[src/rtl/life_led_serializer.sv]
// Sends one 8x8 Game of Life board as a WS2812 frame. Live cells get the snapshot colour
// and dead cells are off. A latch gap follows the frame, then done pulses once.
module life_led_serializer #(
    parameter int NUM_PIXELS   = 64,
    parameter int BIT_CYCLES   = 15,
    parameter int T0H_CYCLES   = 5,
    parameter int T1H_CYCLES   = 10,
    parameter int LATCH_CYCLES = 1000
) (
    input  logic                  clk,
    input  logic                  rst_n,
    input  logic                  start,
    input  logic [NUM_PIXELS-1:0] board,
    input  logic [23:0]           color,
    output logic                  dout,
    output logic                  busy,
    output logic                  done
);
    localparam int PW = $clog2(NUM_PIXELS);
    localparam int CW = $clog2(BIT_CYCLES);
    localparam int LW = $clog2(LATCH_CYCLES);

    localparam logic [PW-1:0] PIX_LAST   = PW'(NUM_PIXELS - 1);
    localparam logic [4:0]    BIT_LAST   = 5'd23;
    localparam logic [CW-1:0] CYC_LAST   = CW'(BIT_CYCLES - 1);
    localparam logic [CW-1:0] T0H        = CW'(T0H_CYCLES);
    localparam logic [CW-1:0] T1H        = CW'(T1H_CYCLES);
    localparam logic [LW-1:0] LATCH_LAST = LW'(LATCH_CYCLES - 1);

    typedef enum logic [1:0] {IDLE, SEND, LATCH} state_t;

    state_t                state;
    logic [NUM_PIXELS-1:0] board_q;
    logic [23:0]           color_q;
    logic [PW-1:0]         pix_cnt;
    logic [4:0]            bit_cnt;
    logic [CW-1:0]         cyc_cnt;
    logic [LW-1:0]         lat_cnt;

    // Position of the cycle after this one; dout is registered, so it is computed one slot ahead.
    logic [PW-1:0] nxt_pix;
    logic [4:0]    nxt_bit;
    logic [CW-1:0] nxt_cyc;
    logic          last_slot;
    logic          nxt_val;

    always_comb begin
        nxt_pix   = pix_cnt;
        nxt_bit   = bit_cnt;
        nxt_cyc   = cyc_cnt + 1'b1;
        last_slot = 1'b0;
        if (cyc_cnt == CYC_LAST) begin
            nxt_cyc = '0;
            if (bit_cnt == BIT_LAST) begin
                nxt_bit = '0;
                if (pix_cnt == PIX_LAST) begin
                    last_slot = 1'b1;
                end else begin
                    nxt_pix = pix_cnt + 1'b1;
                end
            end else begin
                nxt_bit = bit_cnt + 1'b1;
            end
        end
        nxt_val = board_q[nxt_pix] & color_q[5'd23 - nxt_bit];
    end

    always_ff @(posedge clk or negedge rst_n) begin
        if (!rst_n) begin
            state   <= IDLE;
            board_q <= '0;
            color_q <= '0;
            pix_cnt <= '0;
            bit_cnt <= '0;
            cyc_cnt <= '0;
            lat_cnt <= '0;
            dout    <= 1'b0;
            busy    <= 1'b0;
            done    <= 1'b0;
        end else begin
            done <= 1'b0;
            case (state)
                IDLE: begin
                    dout <= 1'b0;
                    // A start coinciding with done is dropped: a new frame needs a true idle cycle.
                    if (start && !done) begin
                        board_q <= board;
                        color_q <= color;
                        pix_cnt <= '0;
                        bit_cnt <= '0;
                        cyc_cnt <= '0;
                        state   <= SEND;
                        busy    <= 1'b1;
                        dout    <= 1'b1;  // every bit slot opens high
                    end
                end
                SEND: begin
                    if (last_slot) begin
                        state   <= LATCH;
                        lat_cnt <= '0;
                        dout    <= 1'b0;
                    end else begin
                        pix_cnt <= nxt_pix;
                        bit_cnt <= nxt_bit;
                        cyc_cnt <= nxt_cyc;
                        dout    <= nxt_cyc < (nxt_val ? T1H : T0H);
                    end
                end
                LATCH: begin
                    dout <= 1'b0;
                    if (lat_cnt == LATCH_LAST) begin
                        state <= IDLE;
                        busy  <= 1'b0;
                        done  <= 1'b1;
                    end else begin
                        lat_cnt <= lat_cnt + 1'b1;
                    end
                end
                default: begin
                    state <= IDLE;
                    dout  <= 1'b0;
                    busy  <= 1'b0;
                end
            endcase
        end
    end

endmodule

[config.mk]
export PLATFORM = sky130hd
export DESIGN_NAME = life_led_serializer
export DESIGN_NICKNAME = d
export VERILOG_FILES = /design/src/rtl/life_led_serializer.sv
export SDC_FILE = /design/constraint.sdc
export NUM_CORES = 1
export LEC_CHECK = 0
export ABC_AREA = 1
export BUFFER_PORTS_ARGS = -buffer_cell sky130_fd_sc_hd__buf_2
export CAP_MARGIN = 20
export CORE_AREA = 2 2 146 148
export CTS_CLUSTER_SIZE = 16
export DETAILED_ROUTE_END_ITERATION = 7
export DIE_AREA = 0 0 148 150
export PLACE_DENSITY = 0.48
export SLEW_MARGIN = 10
export SYNTH_ARGS = -nofsm -noshare
export SYNTH_HDL_FRONTEND = slang
export SYNTH_SLANG_ARGS = --single-unit
[constraint.sdc]
create_clock -name clk -period 5.2 [get_ports clk]
set_input_delay 0 -clock clk [delete_from_list [all_inputs] [get_ports clk]]
set_output_delay 0 -clock clk [all_outputs]
set_load 0.02 [all_outputs]
==> results by group <==
STA
  – RSZ-0062 raised after global routing: no
  – Max Slew Vio Count: 0
  – Setup-failing EPs final: 0
  – F_max: roughly 0.32 GHz
  – Clock skew: 0.00724 ns
  – Final hold viol count: 0
  – Slew HR: approximately a third
  – TNS Setup: 0 ns
  – Actual slew at the worst max-slew pin: 1.01 ns
  – Min Hold Slack: 0.157 ns
  – Min Tclk post-route: ~3.1 ns
  – Period utilisation layout: 59.5%

Yosys
  – Post-synth top area share: approximately half
  – Ys async rst share: 100%
  – EDFF count, synth: 0
  – Synthesized area: between 0.006 and 0.007 mm^2
  – Syn Nets: 813
  – Most used DFF post-synth: dfrtp_1
  – Synth area leaders: dfrtp_1 49%, nand3_1 7.7%, nand2_1 7.5%, mux2_2 5.9%, inv_1 5.6%
  – Largest area contributor in the netlist: dfrtp_1
  – Yosys cell types: 39
  – Synth warn: 0
  – Mean Syn Cell Area: approximately 8.5 um^2
  – Post-synthesis sequential area ratio: between 40% and 50%
  – Synth Instances: a little over 700
  – Yosys reg bits: 118

CTS
  – CTS root buf: clkbuf_16
  – Clock latency on the worst-skew pair: just over 0.4 ns
  – CTS tree: built
  – Clock Sinks: around 120
  – Htree depth: 4
  – Num CTS Buffers: 17
  – Setup Fix Bufs, Post-CTS: 0
  – Post-CTS sizing: 0
  – CTS clk-pin slew, worst paths: roughly 0.050 ns
  – Largest buffer count on any clock path: 2

Cells and area
  – Share of layout cells above drive strength 1: between 20% and 30%
  – Fin util: between 40% and 50%
  – Filler cells: between 2000 and 2500
  – Storage element area: about 0.0030 mm^2
  – Antenna cells: 0
  – Area delta synth->final: 36.7%
  – Multi-input logic area: between 0.002 and 0.003 mm^2
  – Nets@finish: between 900 and 1000
  – Commonest non-fill, non-tap cells in the layout: 120 x nand2_1, 118 x dfrtp_1, 93 x nand3_1, 92 x buf_2, 91 x inv_1
  – Commonest non-fill, non-tap cell in the layout: nand2_1

Flow run
  – Max Cap Viol: 0

Routing
  – DR vias/cell: around 4.4
  – Detailed-route via count: ~5200
  – Post-DR wirelength/cell: between 10 and 15 um
  – DRT Pass-1 Iters: 4
  – Remaining antenna violation count: 0
  – Routed wire length: between 15000 and 20000 um
  – Post-route DRC violation count: 0
  – 1st-iter DRT viols: 215

Power
  – Static leakage: just over 4 nW
  – Pint: 0.00185 W
  – Peak VDD IR: 223 uV
  – Clock network power share: between 50% and 60%
  – Psw: roughly 0.00045 W
  – Comb pwr share: around 4.6%
  – Switching share of power: approximately a fifth
  – Total Power: between 0.002 and 0.0025 W
  – Power per Cell Area: approximately 280 mW/mm^2
  – Share of power burned in registers: about 40%

Critical path
  – CP Capture Type: flip-flop
  – Crit Path Class: reg -> reg
  – RR Startpoint: cyc_cnt[0]
  – Slowest CP cell: dfrtp_1
  – Critical path startpoint: cyc_cnt[0]
  – CP Launch Type: flip-flop
  – Required @ worst endpoint: about 5.5 ns
  – Crit path top cell by count: nand3_1
  – Crit path largest cell delay: roughly 0.39 ns
  – Arrival @ worst endpoint: ~3.4 ns
  – CP cell instances: inv_1 > ha_1 > nand3_4 > inv_4 > nand4_4 > nand2_4 > nand2_1 > nand3_1 > nand3_1 > nand3_1 > nand3_1 > nand3_1 > nand2_1 > nand2_2 > ha_1 > a211oi_1 > nand2_1 > nand2_1
  – CP Max Fanout: 33

Floorplan
  – I/O pin count: between 90 and 100
  – Die width: around 150 um
  – Rows: between 50 and 60
  – Die Span Y: roughly 150 um
  – Core footprint: between 0.02 and 0.025 mm^2
  – DIE AREA: between 0.02 and 0.025 mm^2
  – Initial Util: 29.3%

Placed design
  – Detail Placement HPWL: a little over 10000 um
  – RD Place Congestion: 0.765
  – Port bufs: just over 90

GRT
  – Initial antenna violation count: 0
  – First-pass GRT wire length: ~25000 um
  – Largest net degree at the start of global routing: 93
  – Overflow after GRT: 0
  – Total GRT Usage: between 10 and 15%
  – Number of global-route vias before repair: 5100

Hold path
  – Hold Path Class: in -> async

Status
  – Status: completed
==> worst max-delay path, delay by kind of cell (launching register included) <==
kind	cells	cell delay (ns)
compound gates	1	0.26
fa+ha+maj	2	0.45
buf+inv	2	0.26
flops	1	0.39
simple gates	13	1.66
==> power by group through the flow <==
stage / registers [W] / clock network, W / logic (W)
floorplan: 0.000936 / 0 / 0.00000115
global placement: 0.000936 / 0 / 0.0000575
detailed placement: 0.000936 / 0 / 0.0000578
CTS: 0.000919 / 0.00132 / 0.000109
global route: 0.000919 / 0.00137 / 0.000119
finish: 0.000920 / 0.00128 / 0.000107
==> registers in the layout, indices dropped and copies added, names as in the netlist <==
register	cells
bit_cnt	5
busy	1
state	2
board_q	64
cyc_cnt	4
pix_cnt	6
done	1
dout	1
lat_cnt	10
color_q	24
==> per-stage QoR <==
stage | area [um^2] | setup slack (ns) | instances
final | 8290 | 2.11 | 1178
after detailed placement | 6750 | 2.11 | 1057
after CTS | 8290 | 2.07 | 1178
after floorplan | 6060 | 2.62 | 714
after global placement | 6750 | 2.15 | 1057
after global routing | 8290 | 1.76 | 1178
==> path summary, 6_finish.rpt <==
path | endpoint | slack [ns] | cells past startpoint
hold reg to reg | board_q[51] | 0.50 | 1
hold / removal | board_q[44] | 0.16 | 2
min in group clk | busy | 0.18 | 6
setup / recovery | dout | 2.11 | 18
max in group asynchronous | color_q[23] | 3.70 | 3
setup reg to reg | dout | 2.11 | 18
==> what timing repair did <==
item,4_1_cts,5_1_grt
hold buffers,89,0
endpoints found under the setup margin,0,0
endpoints found under the hold margin,137,0
==> final cells by class <==
type	count	area share [%]
timing repair buffer	184	16.6
multi-input combinational	471	31.3
clock buffer	25	6.10
sequential	118	35.6
tap	275	4.15
inverter	98	4.56
clock inverter	7	1.69
==> routing by layer <==
| layer | GRT usage (%) | vias up | part of all wire, % |
|---|---|---|---|
| met5 | 0 | - | 0 |
| met4 | 3.48 | 0 | 0.75 |
| met3 | 3.60 | 13 | 3.6 |
| met2 | 23.9 | 91 | 47 |
| met1 | 19.4 | 2408 | 49 |
| li1 | - | 2675 | - |
==> synthesized netlist by cell type (2+ instances only) <==
master    count
inv_4         2
dfrtp_1     118
nor3_1       12
buf_6         3
nand2_4       5
nand4_1       3
nor2_1       70
nand2_2       5
inv_1        91
nor2_4        3
o21ai_1       2
xor2_1        4
buf_1         4
buf_4         5
o22ai_1      10
nand3_4       4
mux2_2       32
clkbuf_1     14
nand3_1      93
a21oi_1      66
nand2_1     121
ha_1          8
and3_1        3
o21ai_0      12
inv_2         4
nand3b_1      7
==> cells by family after synthesis <==
logic type | count (synthesis) | synth area share (%)
AND/OR/NAND/NOR | 331 | 25.9
buffers and inverters | 125 | 8.61
flip-flops | 118 | 48.7
AO/OA/AOI/OAI | 96 | 8.59
multiplexers | 32 | 5.94
adder cells (fa/ha/maj) | 8 | 1.65
XOR/XNOR | 4 | 0.578
Note: power is estimated with default switching activity, not from simulation.
